File: config.mk
export PLATFORM = sky130hd
export DESIGN_NAME = boton_eventos_flat
export DESIGN_NICKNAME = d
export VERILOG_FILES = /design/src/rtl/boton_pkg.sv /design/src/rtl/boton_eventos_if.sv /design/src/rtl/boton_eventos_contador_ms.sv /design/src/rtl/boton_eventos.sv /design/src/flat_wrapper.sv
export SDC_FILE = /design/constraint.sdc
export NUM_CORES = 1
export LEC_CHECK = 0
export ABC_AREA = 0
export BUFFER_PORTS_ARGS = -buffer_cell sky130_fd_sc_hd__buf_4
export CORE_UTILIZATION = 55
export DETAILED_ROUTE_END_ITERATION = 10
export PLACE_DENSITY = 0.82
export SETUP_SLACK_MARGIN = 0.2
export SYNTH_ARGS = -nofsm -noshare
export SYNTH_HDL_FRONTEND = slang
export SYNTH_SLANG_ARGS = --single-unit
File: constraint.sdc
create_clock -name clk -period 2.2 [get_ports clk]
set_input_delay 0.11 -clock clk [delete_from_list [all_inputs] [get_ports clk]]
set_output_delay 0.11 -clock clk [all_outputs]
set_load 0.01 [all_outputs]
File: src/rtl/boton_pkg.sv
// boton_pkg: shared types and helpers for the button event classifier.
//   estado_t  - FSM states (ESPERA/PRESION2 only reachable with BOTON_DOBLE_EN)
//   ciclos_ms - clock cycles per millisecond tick
//   ancho_ms  - width of the saturating ms counter
package boton_pkg;

    typedef enum logic [2:0] {
        REPOSO,
        PRESION,
        LARGO,
        ESPERA,
        PRESION2
    } estado_t;

    function automatic int ciclos_ms(input int clk_freq);
        return clk_freq / 1000;
    endfunction

    // Wide enough to hold the larger of the two thresholds without wrapping.
    function automatic int ancho_ms(input int largo_ms, input int doble_ms);
        int m;
        m = (largo_ms > doble_ms) ? largo_ms : doble_ms;
        return $clog2(m + 1);
    endfunction

endpackage

File: src/rtl/boton_eventos_if.sv
// boton_eventos_if: debounced level in, event strobes out.
//   rebotado   - clean button level, 1 = pressed
//   corto      - short-press strobe
//   largo      - long-press strobe
//   doble      - double-press strobe
//   presionado - registered copy of rebotado
// master = debouncer/game side, slave = boton_eventos.
interface boton_eventos_if;
    logic rebotado;
    logic corto;
    logic largo;
    logic doble;
    logic presionado;

    modport master (output rebotado, input corto, largo, doble, presionado);
    modport slave  (input rebotado, output corto, largo, doble, presionado);
endinterface

File: src/rtl/boton_eventos_contador_ms.sv
// contador_ms: millisecond time base for the button FSM.
//   clk, rst_n - clock, async active-low reset
//   limpiar    - synchronous clear of prescaler and ms count
//   ms         - elapsed ms since last clear, saturating
//   tick       - high in the last cycle of each ms (ms increments on the next edge)
module contador_ms #(
    parameter int CICLOS = 50_000,
    parameter int ANCHO  = 13
) (
    input  logic             clk,
    input  logic             rst_n,
    input  logic             limpiar,
    output logic [ANCHO-1:0] ms,
    output logic             tick
);
    localparam int PRE_W = (CICLOS > 1) ? $clog2(CICLOS) : 1;
    localparam logic [PRE_W-1:0] PRE_MAX = PRE_W'(CICLOS - 1);

    logic [PRE_W-1:0] pre;

    assign tick = (pre == PRE_MAX);

    always_ff @(posedge clk or negedge rst_n) begin
        if (!rst_n) begin
            pre <= '0;
            ms  <= '0;
        end else if (limpiar) begin
            pre <= '0;
            ms  <= '0;
        end else if (tick) begin
            pre <= '0;
            if (ms != '1)
                ms <= ms + ANCHO'(1);
        end else begin
            pre <= pre + PRE_W'(1);
        end
    end
endmodule

File: src/rtl/boton_eventos.sv
// boton_eventos: turns a debounced button level into one-cycle event strobes.
//   clk, rst_n - clock, async active-low reset
//   bus        - boton_eventos_if.slave (rebotado in; corto/largo/doble/presionado out)
// Optional: define BOTON_DOBLE_EN to enable double-press detection; this
// delays corto until the DOBLE_MS window after a short release has expired.
module boton_eventos
    import boton_pkg::*;
#(
    parameter int CLK_FREQ = 50_000_000,
    parameter int LARGO_MS = 5000,
    parameter int DOBLE_MS = 300
) (
    input  logic           clk,
    input  logic           rst_n,
    boton_eventos_if.slave bus
);
    localparam int CICLOS = ciclos_ms(CLK_FREQ);
    localparam int ANCHO  = ancho_ms(LARGO_MS, DOBLE_MS);
    localparam logic [ANCHO-1:0] FIN_LARGO = ANCHO'(LARGO_MS - 1);

    estado_t          estado, estado_sig;
    logic             previo;
    logic             sube;
    logic             limpiar;
    logic             tick;
    logic [ANCHO-1:0] ms;
    logic             llega_largo;

    // previo resets to 1 so a button held through reset must be released
    // before it can produce a press edge.
    assign sube        = bus.rebotado & ~previo;
    // The threshold is "reached" on the edge where ms steps onto LARGO_MS.
    assign llega_largo = tick && (ms == FIN_LARGO);

`ifdef BOTON_DOBLE_EN
    localparam logic [ANCHO-1:0] FIN_DOBLE = ANCHO'(DOBLE_MS - 1);
    logic llega_doble;
    assign llega_doble = tick && (ms == FIN_DOBLE);
`endif

    always_comb begin
        estado_sig = estado;
        case (estado)
            REPOSO:   if (sube) estado_sig = PRESION;
            // Threshold is checked first so a simultaneous release is a long press.
            PRESION:  if (llega_largo)        estado_sig = LARGO;
`ifdef BOTON_DOBLE_EN
                      else if (!bus.rebotado) estado_sig = ESPERA;
`else
                      else if (!bus.rebotado) estado_sig = REPOSO;
`endif
            LARGO:    if (!bus.rebotado) estado_sig = REPOSO;
`ifdef BOTON_DOBLE_EN
            // A press landing exactly on window expiry counts as too late.
            ESPERA:   if (llega_doble)        estado_sig = REPOSO;
                      else if (sube)          estado_sig = PRESION2;
            PRESION2: if (llega_largo)        estado_sig = LARGO;
                      else if (!bus.rebotado) estado_sig = REPOSO;
`endif
            default:  estado_sig = REPOSO;
        endcase
    end

    // Every state change restarts the time base.
    assign limpiar = (estado_sig != estado);

    contador_ms #(
        .CICLOS (CICLOS),
        .ANCHO  (ANCHO)
    ) u_contador (
        .clk     (clk),
        .rst_n   (rst_n),
        .limpiar (limpiar),
        .ms      (ms),
        .tick    (tick)
    );

    // Strobes are decoded from the transition being taken, so each gesture
    // yields exactly one pulse and they are mutually exclusive.
    always_ff @(posedge clk or negedge rst_n) begin
        if (!rst_n) begin
            estado         <= REPOSO;
            previo         <= 1'b1;
            bus.presionado <= 1'b0;
            bus.corto      <= 1'b0;
            bus.largo      <= 1'b0;
        end else begin
            estado         <= estado_sig;
            previo         <= bus.rebotado;
            bus.presionado <= bus.rebotado;
            bus.corto      <= (estado_sig == REPOSO) && (estado == PRESION || estado == ESPERA);
            bus.largo      <= (estado_sig == LARGO) && (estado != LARGO);
        end
    end

`ifdef BOTON_DOBLE_EN
    always_ff @(posedge clk or negedge rst_n) begin
        if (!rst_n) bus.doble <= 1'b0;
        else        bus.doble <= (estado == PRESION2) && (estado_sig == REPOSO);
    end
`else
    assign bus.doble = 1'b0;
`endif

endmodule

File: src/flat_wrapper.sv
// flat-port wrapper written by rule: the top's interface ports become plain ports
module boton_eventos_flat import boton_pkg::*;
#(
    parameter int CLK_FREQ = 50_000_000,
    parameter int LARGO_MS = 5000,
    parameter int DOBLE_MS = 300
)
  (clk, rst_n, bus_rebotado, bus_corto, bus_largo, bus_doble, bus_presionado);
  boton_eventos_if bus_i ();
  input  logic clk;
  input  logic rst_n;
  input wire logic [$bits(bus_i.rebotado)-1:0] bus_rebotado;
  output wire logic [$bits(bus_i.corto)-1:0] bus_corto;
  output wire logic [$bits(bus_i.largo)-1:0] bus_largo;
  output wire logic [$bits(bus_i.doble)-1:0] bus_doble;
  output wire logic [$bits(bus_i.presionado)-1:0] bus_presionado;
  assign bus_i.rebotado = bus_rebotado;
  assign bus_corto = bus_i.corto;
  assign bus_largo = bus_i.largo;
  assign bus_doble = bus_i.doble;
  assign bus_presionado = bus_i.presionado;
  boton_eventos #(.CLK_FREQ(CLK_FREQ), .LARGO_MS(LARGO_MS), .DOBLE_MS(DOBLE_MS)) u_core (.clk(clk), .rst_n(rst_n), .bus(bus_i));
endmodule
==> impl_metrics.tcl <==
set metrics [dict create \
    multi_input_area_um2 955 \
    synthTopCellsByCount "35 x dfrtp_1, 19 x nor2_1, 13 x nand3_1" \
    worstMarginPinSlew_ps 629 \
    cts_buffers 5 \
    synthArstFlopShare 1.00 \
    seq_area_um2 903 \
    critPathCapture "u_core.u_contador.ms[6]" \
    cts_root_buf "clkbuf_4" \
    cp_num_cells 7 \
    grt_pass1_vias 1459 \
    netSwitchingFraction 0.249 \
    num_rows 20 \
    routedWlPerCell_um 16.5 \
    cp_top_family "simple AND/OR/NAND/NOR gates" \
    status "finished, final reports clean" \
    yosysSeqAreaShare 0.476 \
    finalCritPeriodShare 0.907 \
    cap_violations 0 \
    r2r-end "u_core.u_contador.ms[6]" \
    syn_area_um2 1890 \
    dp_hpwl_mm 2.62 \
    viasPerCell 6.37 \
    arrival_ps 2260 \
    yosysUniqueCellTypes 42 \
    grt_pass1_wl_mm 6.64 \
    slew_headroom 0.579 \
    drt_iter0_drc 135 \
    cts.sinks 36 \
    hold_viol_final 0 \
    clockBufferDepth 2 \
    r2r_cells 7 \
    max_clock_freq_mhz 501 \
    power.share.combinational 0.063 \
    crit_path_max_fanout 8 \
    finalMaxSlewViolations 0 \
    ys_seq_elements 36 \
    yosysTopAreaCell "dfrtp_1" \
    dr.pass1.iters 4 \
    gp_congestion 0.868 \
    die_x_um 60.7 \
    crit_chain "ha_2 > and3_4 > nand4_1 > buf_4 > buf_12 > or4b_1 > a22oi_1" \
    grt_max_degree 37 \
    antenna_found_initial 0 \
    hold_class "input pin to asynchronous set/reset pin" \
    rsz0062_at_grt "yes" \
    syn_avg_cell_area_um2 10.0 \
    setup_violations 0 \
    dp_cells 235 \
    p_leak_nw 0.849 \
    r2r-start "u_core.u_contador.pre[0]" \
    peakVddDrop_mv 0.361 \
    globalRouteTotalUtil 0.245 \
    area_growth_syn_to_layout_pct 14.7 \
    finalWirelength_mm 4.14 \
    io_pins 7 \
    synth_area_leaders "dfrtp_1 46%, a22oi_1 4.4%, xnor2_1 4.2%, nor2_1 3.8%, or4_1 3.6%" \
    fp.dieH_um 60.7 \
    cp_slowest_cell "or4b_1" \
    seqPwrFrac 0.602 \
    power.density_nw_per_um2 520 \
    max_stage_delay_ps 510 \
    p_clk_frac 0.335 \
    initial_core_util 0.601 \
    cts_tree "built" \
    core_um2 3150 \
    die_area_um2 3680 \
    ys_warn_count 0 \
    nets 210 \
    power_switching_mw 0.281 \
    r2r_setup_slack_ps 210 \
    synth_top_flop_cell "dfrtp_1" \
    htreeDepth 2 \
    crit_buf_inv 2 \
    nFillCells 230 \
    via_count 1593 \
    drc 0 \
    ant_nets 0 \
    grt-ovfl-total 0 \
    p_int_mw 0.849 \
    fin_crit_ps 1990 \
    cp-start-kind "register" \
    yosysTopAreaCellShare 0.462 \
    skew_ps 17.9 \
    critical_path.endpoint_type "register" \
    path_class "register to register" \
    diodes 0 \
    portBuffers 5 \
    fin_cells 250 \
    synth_most_common_cell "dfrtp_1" \
    synth_edf_count 0 \
    critPathLaunch "u_core.u_contador.pre[0]" \
    tns_ps 0 \
    postSynthCellCount 189 \
    clkSlewWorstSetupHoldPaths_ps 120 \
    clkLatencyLatePin_ps 340 \
    required_ps 2460 \
    drive_gt1_frac 0.175 \
]
==> placed cells by master (no fill, tap or decap), types with 2 or more instances in the layout <==
cell type,instances
a21oi_1,5
a22oi_1,9
a22oi_2,2
and3_1,3
and4_1,2
buf_4,11
clkbuf_16,2
clkbuf_4,5
clkinv_2,2
conb_1,2
dfrtp_1,34
dlygate4sd3_1,2
ha_2,2
inv_1,7
nand2_1,6
nand2b_1,2
nand3_1,13
nand4_1,5
nor2_1,19
nor3_1,4
nor4_1,3
nor4b_1,4
o211ai_1,3
o21ai_0,3
o21bai_1,2
o31ai_1,8
o41ai_1,2
or3_1,4
or4_1,9
or4b_1,2
xnor2_1,9
xor2_1,2
==> sequential cells by signal (all words and copies together) (netlist names) <==
signal	count
u_core.u_contador.ms	13
u_core.u_contador.pre	16
u_core.bus.presionado	1
u_core.bus.largo	1
u_core.bus.corto	1
u_core.previo	1
u_core.estado	3
==> area by class of cell <==
class	instances	area share
well taps	44	0.0253
clock buffers	6	0.0236
multi-input cells	139	0.439
inverters	7	0.0121
repair buffers	16	0.0794
clock inverters	2	0.00461
flip-flops and latches	36	0.416
==> how the worst min path moves through the flow <==
| stage | cells after the start | end | slack, ps | startpoint |
|---|---|---|---|---|
| 6_report | 2 | u_core.u_contador.pre[9] | 240 | rst_n |
| 3_5_place_dp | 1 | u_core.u_contador.pre[5] | 90 | rst_n |
| 5_1_grt | 2 | u_core.u_contador.pre[15] | 270 | rst_n |
| 2_1_floorplan | 0 | u_core.bus.corto | -190 | rst_n |
| 4_1_cts | 2 | u_core.u_contador.pre[5] | 250 | rst_n |
| 3_3_place_gp | 1 | u_core.u_contador.pre[5] | 80 | rst_n |
==> worst reg2reg max path: stages (launching register included) <==
cell     delay [ps]
dfrtp_1         380
ha_2            220
and3_4          210
nand4_1         100
buf_4           190
buf_12          130
or4b_1          510
a22oi_1         190
==> power by group through the flow <==
stage	Clock (mW)	Sequential [mW]	Combinational, mW
5_1_grt	0.421	0.682	0.0783
6_report	0.379	0.680	0.0707
4_1_cts	0.382	0.680	0.0661
3_3_place_gp	0	0.691	0.0589
2_1_floorplan	0	0.691	0.0334
3_5_place_dp	0	0.693	0.0631
==> metal layers <==
layer,share of wire,track usage
met1,0.43,0.318
met2,0.50,0.396
met3,0.055,0.0426
met4,0.012,0.120
met5,0,0
==> repair_timing <==
| item | in CTS | in global routing |
|---|---|---|
| resized for setup | 0 | 7 |
| buffers inserted | 0 | 3 |
| hold endpoints to repair | 37 | 0 |
| setup endpoints to repair | 0 | 12 |
| hold buffers | 2 | 0 |
==> kinds of logic after synthesis <==
| group | synth area share |
|---|---|
| adder cells (fa/ha/maj) | 0.0132 |
| AO/OA/AOI/OAI | 0.155 |
| XOR/XNOR | 0.0509 |
| AND/OR/NAND/NOR | 0.266 |
| buffers and inverters | 0.0363 |
| flip-flops | 0.476 |
| other | 0.00198 |
==> stage by stage <==
step                utilization  hold slack (ps)  total power, mW  setup WS [ps]  instance area [um2]
floorplan                     -             -186            0.725            459                 1900
global placement          0.631             83.0            0.750            333                 1990
detailed placement        0.631             90.2            0.756            213                 1990
CTS                       0.657              252             1.13            216                 2070
global route              0.689              266             1.18            143                 2170
finish                    0.689              241             1.13            205                 2170
(Power assumes the default switching activity.)
